`config.mk`:
```
export PLATFORM = sky130hd
export DESIGN_NAME = mc_controller_ext
export DESIGN_NICKNAME = d
export VERILOG_FILES = /design/src/rtl/mc_controller_ext_pkg.sv /design/src/rtl/mc_controller_ext_aludec.sv /design/src/rtl/mc_controller_ext.sv
export SDC_FILE = /design/constraint.sdc
export NUM_CORES = 1
export LEC_CHECK = 0
export CAP_MARGIN = 20
export CORE_ASPECT_RATIO = 1.1
export CORE_MARGIN = 4
export CORE_UTILIZATION = 44
export CTS_CLUSTER_SIZE = 30
export DETAILED_ROUTE_END_ITERATION = 10
export PLACE_DENSITY = 0.83
export SLEW_MARGIN = 20
export SYNTH_ARGS = -nofsm -noshare
export SYNTH_HDL_FRONTEND = slang
export SYNTH_SLANG_ARGS = --single-unit
```
`constraint.sdc`:
```
create_clock -name clk -period 4.9 [get_ports clk]
set_clock_uncertainty 0.15 [all_clocks]
set_input_delay 0.98 -clock clk [delete_from_list [all_inputs] [get_ports clk]]
set_output_delay 0.98 -clock clk [all_outputs]
set_load 0.05 [all_outputs]
```
`src/rtl/mc_controller_ext_pkg.sv`:
```
// Shared declarations for the extended multicycle MIPS controller:
// opcode/funct encodings, FSM state type and ALU control codes.
package mips_decls_p;

  typedef enum logic [5:0] {
    OP_RTYPE = 6'b000000,
    OP_J     = 6'b000010,
    OP_BEQ   = 6'b000100,
    OP_BNE   = 6'b000101,
    OP_ADDI  = 6'b001000,
    OP_SLTI  = 6'b001010,
    OP_ANDI  = 6'b001100,
    OP_ORI   = 6'b001101,
    OP_LW    = 6'b100011,
    OP_SW    = 6'b101011
  } opcode_t;

  typedef enum logic [5:0] {
    F_ADD = 6'b100000,
    F_SUB = 6'b100010,
    F_AND = 6'b100100,
    F_OR  = 6'b100101,
    F_SLT = 6'b101010
  } funct_t;

  typedef enum logic [3:0] {
    FETCH, DECODE, MEMADR, MEMRD, MEMWB, MEMWR, RTYPEEX, RTYPEWB,
    BEQEX, BNEEX, IMMEX, IMMWB, JEX, ILLEGAL
  } statetype_t;

  typedef enum logic [2:0] {
    ALUOP_AND, ALUOP_ADD, ALUOP_SUB, ALUOP_OR, ALUOP_SLT, ALUOP_FUNCT
  } aluop_t;

  localparam logic [2:0] ALU_ADD = 3'b010;
  localparam logic [2:0] ALU_SUB = 3'b110;
  localparam logic [2:0] ALU_AND = 3'b000;
  localparam logic [2:0] ALU_OR  = 3'b001;
  localparam logic [2:0] ALU_SLT = 3'b111;

endpackage

```
`src/rtl/mc_controller_ext_aludec.sv`:
```
// ALU decoder: maps the FSM's ALU request and the R-type funct field to
// alucontrol, and flags whether funct is one of the supported R-type ops.
module mc_aludec
  import mips_decls_p::*;
(
  input  aluop_t      aluop_i,
  input  funct_t      funct_i,
  output logic [2:0]  alucontrol_o,
  output logic        functValid_o
);

  logic [2:0] rtypeCtl;

  always_comb begin
    functValid_o = 1'b1;
    rtypeCtl     = ALU_AND;
    case (funct_i)
      F_ADD:   rtypeCtl = ALU_ADD;
      F_SUB:   rtypeCtl = ALU_SUB;
      F_AND:   rtypeCtl = ALU_AND;
      F_OR:    rtypeCtl = ALU_OR;
      F_SLT:   rtypeCtl = ALU_SLT;
      default: functValid_o = 1'b0;
    endcase
  end

  always_comb begin
    alucontrol_o = ALU_AND;
    case (aluop_i)
      ALUOP_ADD:   alucontrol_o = ALU_ADD;
      ALUOP_SUB:   alucontrol_o = ALU_SUB;
      ALUOP_OR:    alucontrol_o = ALU_OR;
      ALUOP_SLT:   alucontrol_o = ALU_SLT;
      ALUOP_FUNCT: alucontrol_o = rtypeCtl;
      default:     alucontrol_o = ALU_AND;
    endcase
  end

endmodule

```
`src/rtl/mc_controller_ext.sv`:
```
// Multicycle MIPS control unit: Moore FSM sequencing the datapath, with
// I-type ALU ops, BNE, optional memory wait states and a sticky illegal trap.
module mc_controller_ext
  import mips_decls_p::*;
#(
  parameter bit MEM_WAIT_EN = 1'b0,
  parameter bit EXT_ISA     = 1'b1
) (
  input  logic        clk,
  input  logic        reset,
  input  opcode_t     opcode,
  input  funct_t      funct,
  input  logic        zero,
  input  logic        mem_ready,
  output logic        pcen,
  output logic        memwrite,
  output logic        irwrite,
  output logic        regwrite,
  output logic        alusrca,
  output logic        iord,
  output logic        memtoreg,
  output logic        regdst,
  output logic        extsel,
  output logic [1:0]  alusrcb,
  output logic [1:0]  pcsrc,
  output logic [2:0]  alucontrol,
  output logic        illegal,
  output statetype_t  state
);

  statetype_t state_q, state_d, curState;
  aluop_t     aluop, immOp;
  logic       ready, pcwrite, branch, branchne, irwriteRaw;
  logic       functValid, zeroExt;

  // While reset is held the outputs decode as FETCH, so no stale state leaks out.
  assign ready    = MEM_WAIT_EN ? mem_ready : 1'b1;
  assign curState = reset ? FETCH : state_q;
  assign state    = curState;

  always_ff @(posedge clk) begin
    if (reset) state_q <= FETCH;
    else       state_q <= state_d;
  end

  always_comb begin
    immOp   = ALUOP_ADD;
    zeroExt = 1'b0;
    case (opcode)
      OP_ANDI: begin immOp = ALUOP_AND; zeroExt = 1'b1; end
      OP_ORI:  begin immOp = ALUOP_OR;  zeroExt = 1'b1; end
      OP_SLTI: immOp = ALUOP_SLT;
      default: immOp = ALUOP_ADD;
    endcase
  end

  always_comb begin
    state_d    = curState;
    aluop      = ALUOP_AND;
    irwriteRaw = 1'b0;
    pcwrite    = 1'b0;
    branch     = 1'b0;
    branchne   = 1'b0;
    memwrite   = 1'b0;
    regwrite   = 1'b0;
    alusrca    = 1'b0;
    iord       = 1'b0;
    memtoreg   = 1'b0;
    regdst     = 1'b0;
    extsel     = 1'b0;
    alusrcb    = 2'b00;
    pcsrc      = 2'b00;
    illegal    = 1'b0;
    case (curState)
      FETCH: begin
        alusrcb    = 2'b01;
        aluop      = ALUOP_ADD;
        irwriteRaw = ready;
        pcwrite    = ready;
        if (ready) state_d = DECODE;
      end
      DECODE: begin
        alusrcb = 2'b11;
        aluop   = ALUOP_ADD;
        case (opcode)
          OP_LW, OP_SW:                      state_d = MEMADR;
          OP_RTYPE:                          state_d = functValid ? RTYPEEX : ILLEGAL;
          OP_BEQ:                            state_d = BEQEX;
          OP_BNE:                            state_d = EXT_ISA ? BNEEX : ILLEGAL;
          OP_ADDI, OP_ANDI, OP_ORI, OP_SLTI: state_d = EXT_ISA ? IMMEX : ILLEGAL;
          OP_J:                              state_d = JEX;
          default:                           state_d = ILLEGAL;
        endcase
      end
      MEMADR: begin
        alusrca = 1'b1;
        alusrcb = 2'b10;
        aluop   = ALUOP_ADD;
        state_d = (opcode == OP_SW) ? MEMWR : MEMRD;
      end
      MEMRD: begin
        iord = 1'b1;
        if (ready) state_d = MEMWB;
      end
      MEMWB: begin
        memtoreg = 1'b1;
        regwrite = 1'b1;
        state_d  = FETCH;
      end
      MEMWR: begin
        iord     = 1'b1;
        memwrite = 1'b1;
        if (ready) state_d = FETCH;
      end
      RTYPEEX: begin
        alusrca = 1'b1;
        aluop   = ALUOP_FUNCT;
        state_d = RTYPEWB;
      end
      RTYPEWB: begin
        regdst   = 1'b1;
        regwrite = 1'b1;
        state_d  = FETCH;
      end
      BEQEX, BNEEX: begin
        alusrca  = 1'b1;
        aluop    = ALUOP_SUB;
        pcsrc    = 2'b01;
        branch   = (curState == BEQEX);
        branchne = (curState == BNEEX);
        state_d  = FETCH;
      end
      IMMEX: begin
        alusrca = 1'b1;
        alusrcb = 2'b10;
        aluop   = immOp;
        extsel  = zeroExt;
        state_d = IMMWB;
      end
      IMMWB: begin
        extsel   = zeroExt;
        regwrite = 1'b1;
        state_d  = FETCH;
      end
      JEX: begin
        pcsrc   = 2'b10;
        pcwrite = 1'b1;
        state_d = FETCH;
      end
      ILLEGAL: begin
        illegal = 1'b1;
        state_d = ILLEGAL;
      end
      default: state_d = FETCH;
    endcase
  end

  assign pcen    = !reset & (pcwrite | (branch & zero) | (branchne & !zero));
  assign irwrite = !reset & irwriteRaw;

  mc_aludec u_aludec (
    .aluop_i      (aluop),
    .funct_i      (funct),
    .alucontrol_o (alucontrol),
    .functValid_o (functValid)
  );

endmodule

```
==> summary by stage <==
Die
The height of the chip is 52.3 um. The core footprint is 1630 um^2. The floorplan has 15 rows. The die covers 2520 um^2.

The top-level port count is 37. The die width is 48.2 um. For this configuration, the core starts out at a cell density of 48.0%.

Place
Routability-driven placement finished with a final weighted congestion of 0.832. Buffers placed on the I/O ports in this run total 35. The half-perimeter wire length of the detailed placement result is 1760 um. The post-place setup slack is 0.573 ns.

Drt
The count of vias placed by the detailed router is 987. The DRC violation total after the first TritonRoute iteration is 18. The first-pass iteration count of the detailed router is 4. In the routed design, unresolved DRC markers number 0. The average wire length per cell after detail routing is 13.8 um.

Once detail routing completed, the nets flagged for antenna violations numbered 0. The vias per cell is 6.09. For this block, the routed nets add up to 2230 um of wire.

Timing
Setup repair after global routing left no endpoint under its margin. Setup violations remaining at the end of the flow were counted as 0. The max-slew violation count is 0. The worst path needs 4.36 ns of the cycle, external delays included. The final number of hold-violating endpoints is 0. The sum of negative setup slack is 0 ns.

Derived from the worst setup path, the maximum achievable clock frequency is 230 MHz. In this run the tightest slew margin relative to its limit is 59.6%. The post-route clock period utilization is 88.9%. The worst-margin pin slew is 0.605 ns. After layout, the worst setup slack is 0.543 ns.

Clock network
In this run the number of H-tree levels came out at 1. The post-CTS setup buffer count is 0. The clock passes through at most 2 buffers. The number of gates resized after CTS is 0. After clock tree synthesis, the clock-pin slew on the worst setup and hold paths is 0.05 ns. Counting the buffers created by CTS gives 3. TritonCTS built the clock tree. The number of hold buffers added after CTS was 0. Counting every sink on the clock net gives 4. The cell chosen for the clock root is sky130_fd_sc_hd__clkbuf_4.

The clock reaches the later pin of the worst-skew pair after 0.24 ns.

Outcome
The flow ran to the end, and the final reports show no timing, DRC or antenna violations.

Pwr
Summed over all cells, the static leakage comes to 0.000396 uW. The total power divided by cell area is 197 nW/um^2. The peak ir drop on the vdd network is 0.0947 mV.

The total chip power is 224 uW.

Worst setup path
Of all nets on the critical path, the largest fanout is 8. The capturing element of the worst setup path is alucontrol[1]. The worst register-to-register path ends at state_q[3]. The depth of the worst register-to-register path is 3. The critical path arrival is 3.23 ns. The worst setup path is of the primary input to primary output kind. The startpoint identified for the worst register-to-register timing path is state_q[0]. Data on the critical path is required at its endpoint by 3.77 ns. The worst setup slack for register-to-register paths is 3.06 ns. STA classifies the critical path endpoint as a primary output. Tracing the worst setup path back leads to its startpoint at opcode[4]. The worst setup path is launched from a primary input.

Global routing
The met3 track utilization from global routing is 1.03%. The largest net degree at the start of global routing is 20. Global routing consumed, on the met1 layer, 24.5% of the routing resources. The initial antenna violation count is 0. Global routing consumed, on the met2 layer, 33.9% of the routing resources. The via count of the first global-routing pass came to 932.

The overall routing resource usage is 19.9%. The first global-routing pass estimated 3780 um of wire. The total overflow left after global routing is 0. The busiest layer in global routing is met2.

Synthesis
The number of synthesized register bits is 4. The net count after synthesis is 130. After synthesis, flip-flops and latches occupy 10.2% of the total area.

The area share of fa/ha/maj cells after synthesis is 0%. The synthesized cell area is 783 um^2. Yosys mapped the design onto 45 distinct sky130hd cell types. A synthesized cell averages 6.87 um^2. The multiplexer fraction of the synthesized cell area is 0%.

Yosys printed 0 warnings. By area, the combinational part of the netlist is dominated by simple AND/OR/NAND/NOR gates. The number of flops mapped to enable cells by yosys is 0. Synthesis handed over a netlist of 114 instances.

The post-synthesis simple-gate area fraction is 52.4%. For this run, the leading register cell type out of synthesis is sky130_fd_sc_hd__dfxtp_1. The post-synthesis xor/xnor area fraction is 2.24%. Summing the areas of all compound-gate instances in the mapped netlist gives 27.8% of the synthesized area.

Counting flops with an async set or reset pin after synthesis yields a share of 0%.

Min path
The path class of the tightest hold or removal check is register to register.

Layout
For this run, the post-layout net count is 163. The area added between synthesis and finish is 45.5%. The flip-flop count of the largest register, all copies and words added is 4. The largest registers in the layout are state_q: 4 flops.

The number of antenna diodes in the final layout is 0. The share of post-route cells with drive strength above 1 is 6.90%. Ranked by flip-flop count, first place goes to state_q.

Run
The max-cap violation count is 0.
synth_stat cells, types with 2 or more instances:
| cell | n | area [um^2] |
|---|---|---|
| sky130_fd_sc_hd__a211oi_1 | 2 | 15.0 |
| sky130_fd_sc_hd__a21oi_1 | 6 | 30.0 |
| sky130_fd_sc_hd__a31oi_1 | 4 | 25.0 |
| sky130_fd_sc_hd__and2_1 | 2 | 12.5 |
| sky130_fd_sc_hd__clkbuf_1 | 5 | 18.8 |
| sky130_fd_sc_hd__dfxtp_1 | 4 | 80.1 |
| sky130_fd_sc_hd__inv_1 | 4 | 15.0 |
| sky130_fd_sc_hd__nand2_1 | 8 | 30.0 |
| sky130_fd_sc_hd__nand2b_1 | 8 | 50.1 |
| sky130_fd_sc_hd__nand3_1 | 2 | 10.0 |
| sky130_fd_sc_hd__nand3b_1 | 2 | 15.0 |
| sky130_fd_sc_hd__nand4b_1 | 2 | 17.5 |
| sky130_fd_sc_hd__nor2_1 | 11 | 41.3 |
| sky130_fd_sc_hd__nor2b_1 | 7 | 43.8 |
| sky130_fd_sc_hd__nor3_1 | 7 | 35.0 |
| sky130_fd_sc_hd__nor3b_1 | 3 | 22.5 |
| sky130_fd_sc_hd__nor4_1 | 2 | 12.5 |
| sky130_fd_sc_hd__o211ai_1 | 2 | 15.0 |
| sky130_fd_sc_hd__o21ai_0 | 3 | 15.0 |
| sky130_fd_sc_hd__o21bai_1 | 2 | 15.0 |
| sky130_fd_sc_hd__o22ai_1 | 3 | 18.8 |
| sky130_fd_sc_hd__xor2_1 | 2 | 17.5 |
through the flow:
stage | hold slack [ns] | cell area [um^2] | utilization, % | std cells
final | 0.674 | 1140 | 69.8 | 162
after global routing | 0.745 | 1140 | 69.8 | 162
after CTS | 0.653 | 1140 | 69.8 | 162
after detailed placement | 0.643 | 1120 | 68.4 | 159
after global placement | 0.651 | 1120 | 68.4 | 159
after floorplan | 0.513 | 783 | - | 114
worst min path at each step:
| stage | endpoint | cells past startpoint | from |
|---|---|---|---|
| CTS | state_q[3] | 2 | state_q[0] |
| detailed placement | state_q[3] | 2 | state_q[0] |
| global route | state_q[3] | 2 | state_q[0] |
| global placement | state_q[3] | 2 | state_q[0] |
| floorplan | state_q[1] | 3 | state_q[0] |
| finish | state_q[3] | 2 | state_q[0] |
placed cells by master (no fill, tap or decap), types with 2 or more instances in the layout:
master	count
sky130_fd_sc_hd__o211ai_1	2
sky130_fd_sc_hd__a31oi_1	4
sky130_fd_sc_hd__dfxtp_1	4
sky130_fd_sc_hd__nor3_1	7
sky130_fd_sc_hd__o22ai_1	3
sky130_fd_sc_hd__inv_1	4
sky130_fd_sc_hd__nand3_1	2
sky130_fd_sc_hd__nor3b_1	3
sky130_fd_sc_hd__clkdlybuf4s50_1	34
sky130_fd_sc_hd__xor2_1	2
sky130_fd_sc_hd__nand4b_1	2
sky130_fd_sc_hd__o21ai_0	3
sky130_fd_sc_hd__a211oi_1	2
sky130_fd_sc_hd__a21oi_1	6
sky130_fd_sc_hd__clkbuf_4	3
sky130_fd_sc_hd__nand2b_1	8
sky130_fd_sc_hd__nand2_1	8
sky130_fd_sc_hd__and2_1	2
sky130_fd_sc_hd__nor4_1	2
sky130_fd_sc_hd__buf_4	2
sky130_fd_sc_hd__nor2_1	11
sky130_fd_sc_hd__o21bai_1	2
sky130_fd_sc_hd__nand3b_1	2
sky130_fd_sc_hd__nor2b_1	7
metal layers:
| metal | up-vias | part of all wire (%) |
|---|---|---|
| li1 | 493 | - |
| met3 | 6 | 6.0 |
| met1 | 440 | 43 |
| met2 | 48 | 48 |
| met5 | - | 0 |
| met4 | 0 | 2.3 |
power breakdown:
group	internal [uW]	switching [uW]	total [uW]	leakage, uW
Combinational	51.3	76.8	128	0.000349
Sequential	36.4	15.5	51.9	0.0000329
Clock	27.6	16.6	44.2	0.0000138
worst max-delay path, stage by stage:
cell and delay, ns:
sky130_fd_sc_hd__clkdlybuf4s50_1 0.53, sky130_fd_sc_hd__nor3b_1 0.44, sky130_fd_sc_hd__a31oi_1 0.14, sky130_fd_sc_hd__nor2_1 0.18, sky130_fd_sc_hd__a31o_1 0.15, sky130_fd_sc_hd__clkdlybuf4s50_1 0.80
cells by family (layout without fill, tap and decap cells):
| family | Yosys count | in the layout |
|---|---|---|
| compound gates | 31 | 31 |
| xor+xnor | 2 | 2 |
| buf+inv | 12 | 43 |
| flops | 4 | 4 |
| simple gates | 65 | 65 |
cell type report:
type,instances,area [um^2]
clock buffer,3,22.5
fill,143,493
inverter,4,15.0
multi-input combinational,98,646
sequential,4,80.1
tap,17,21.3
timing repair buffer,36,355
Power figures use the tool's default switching activity.
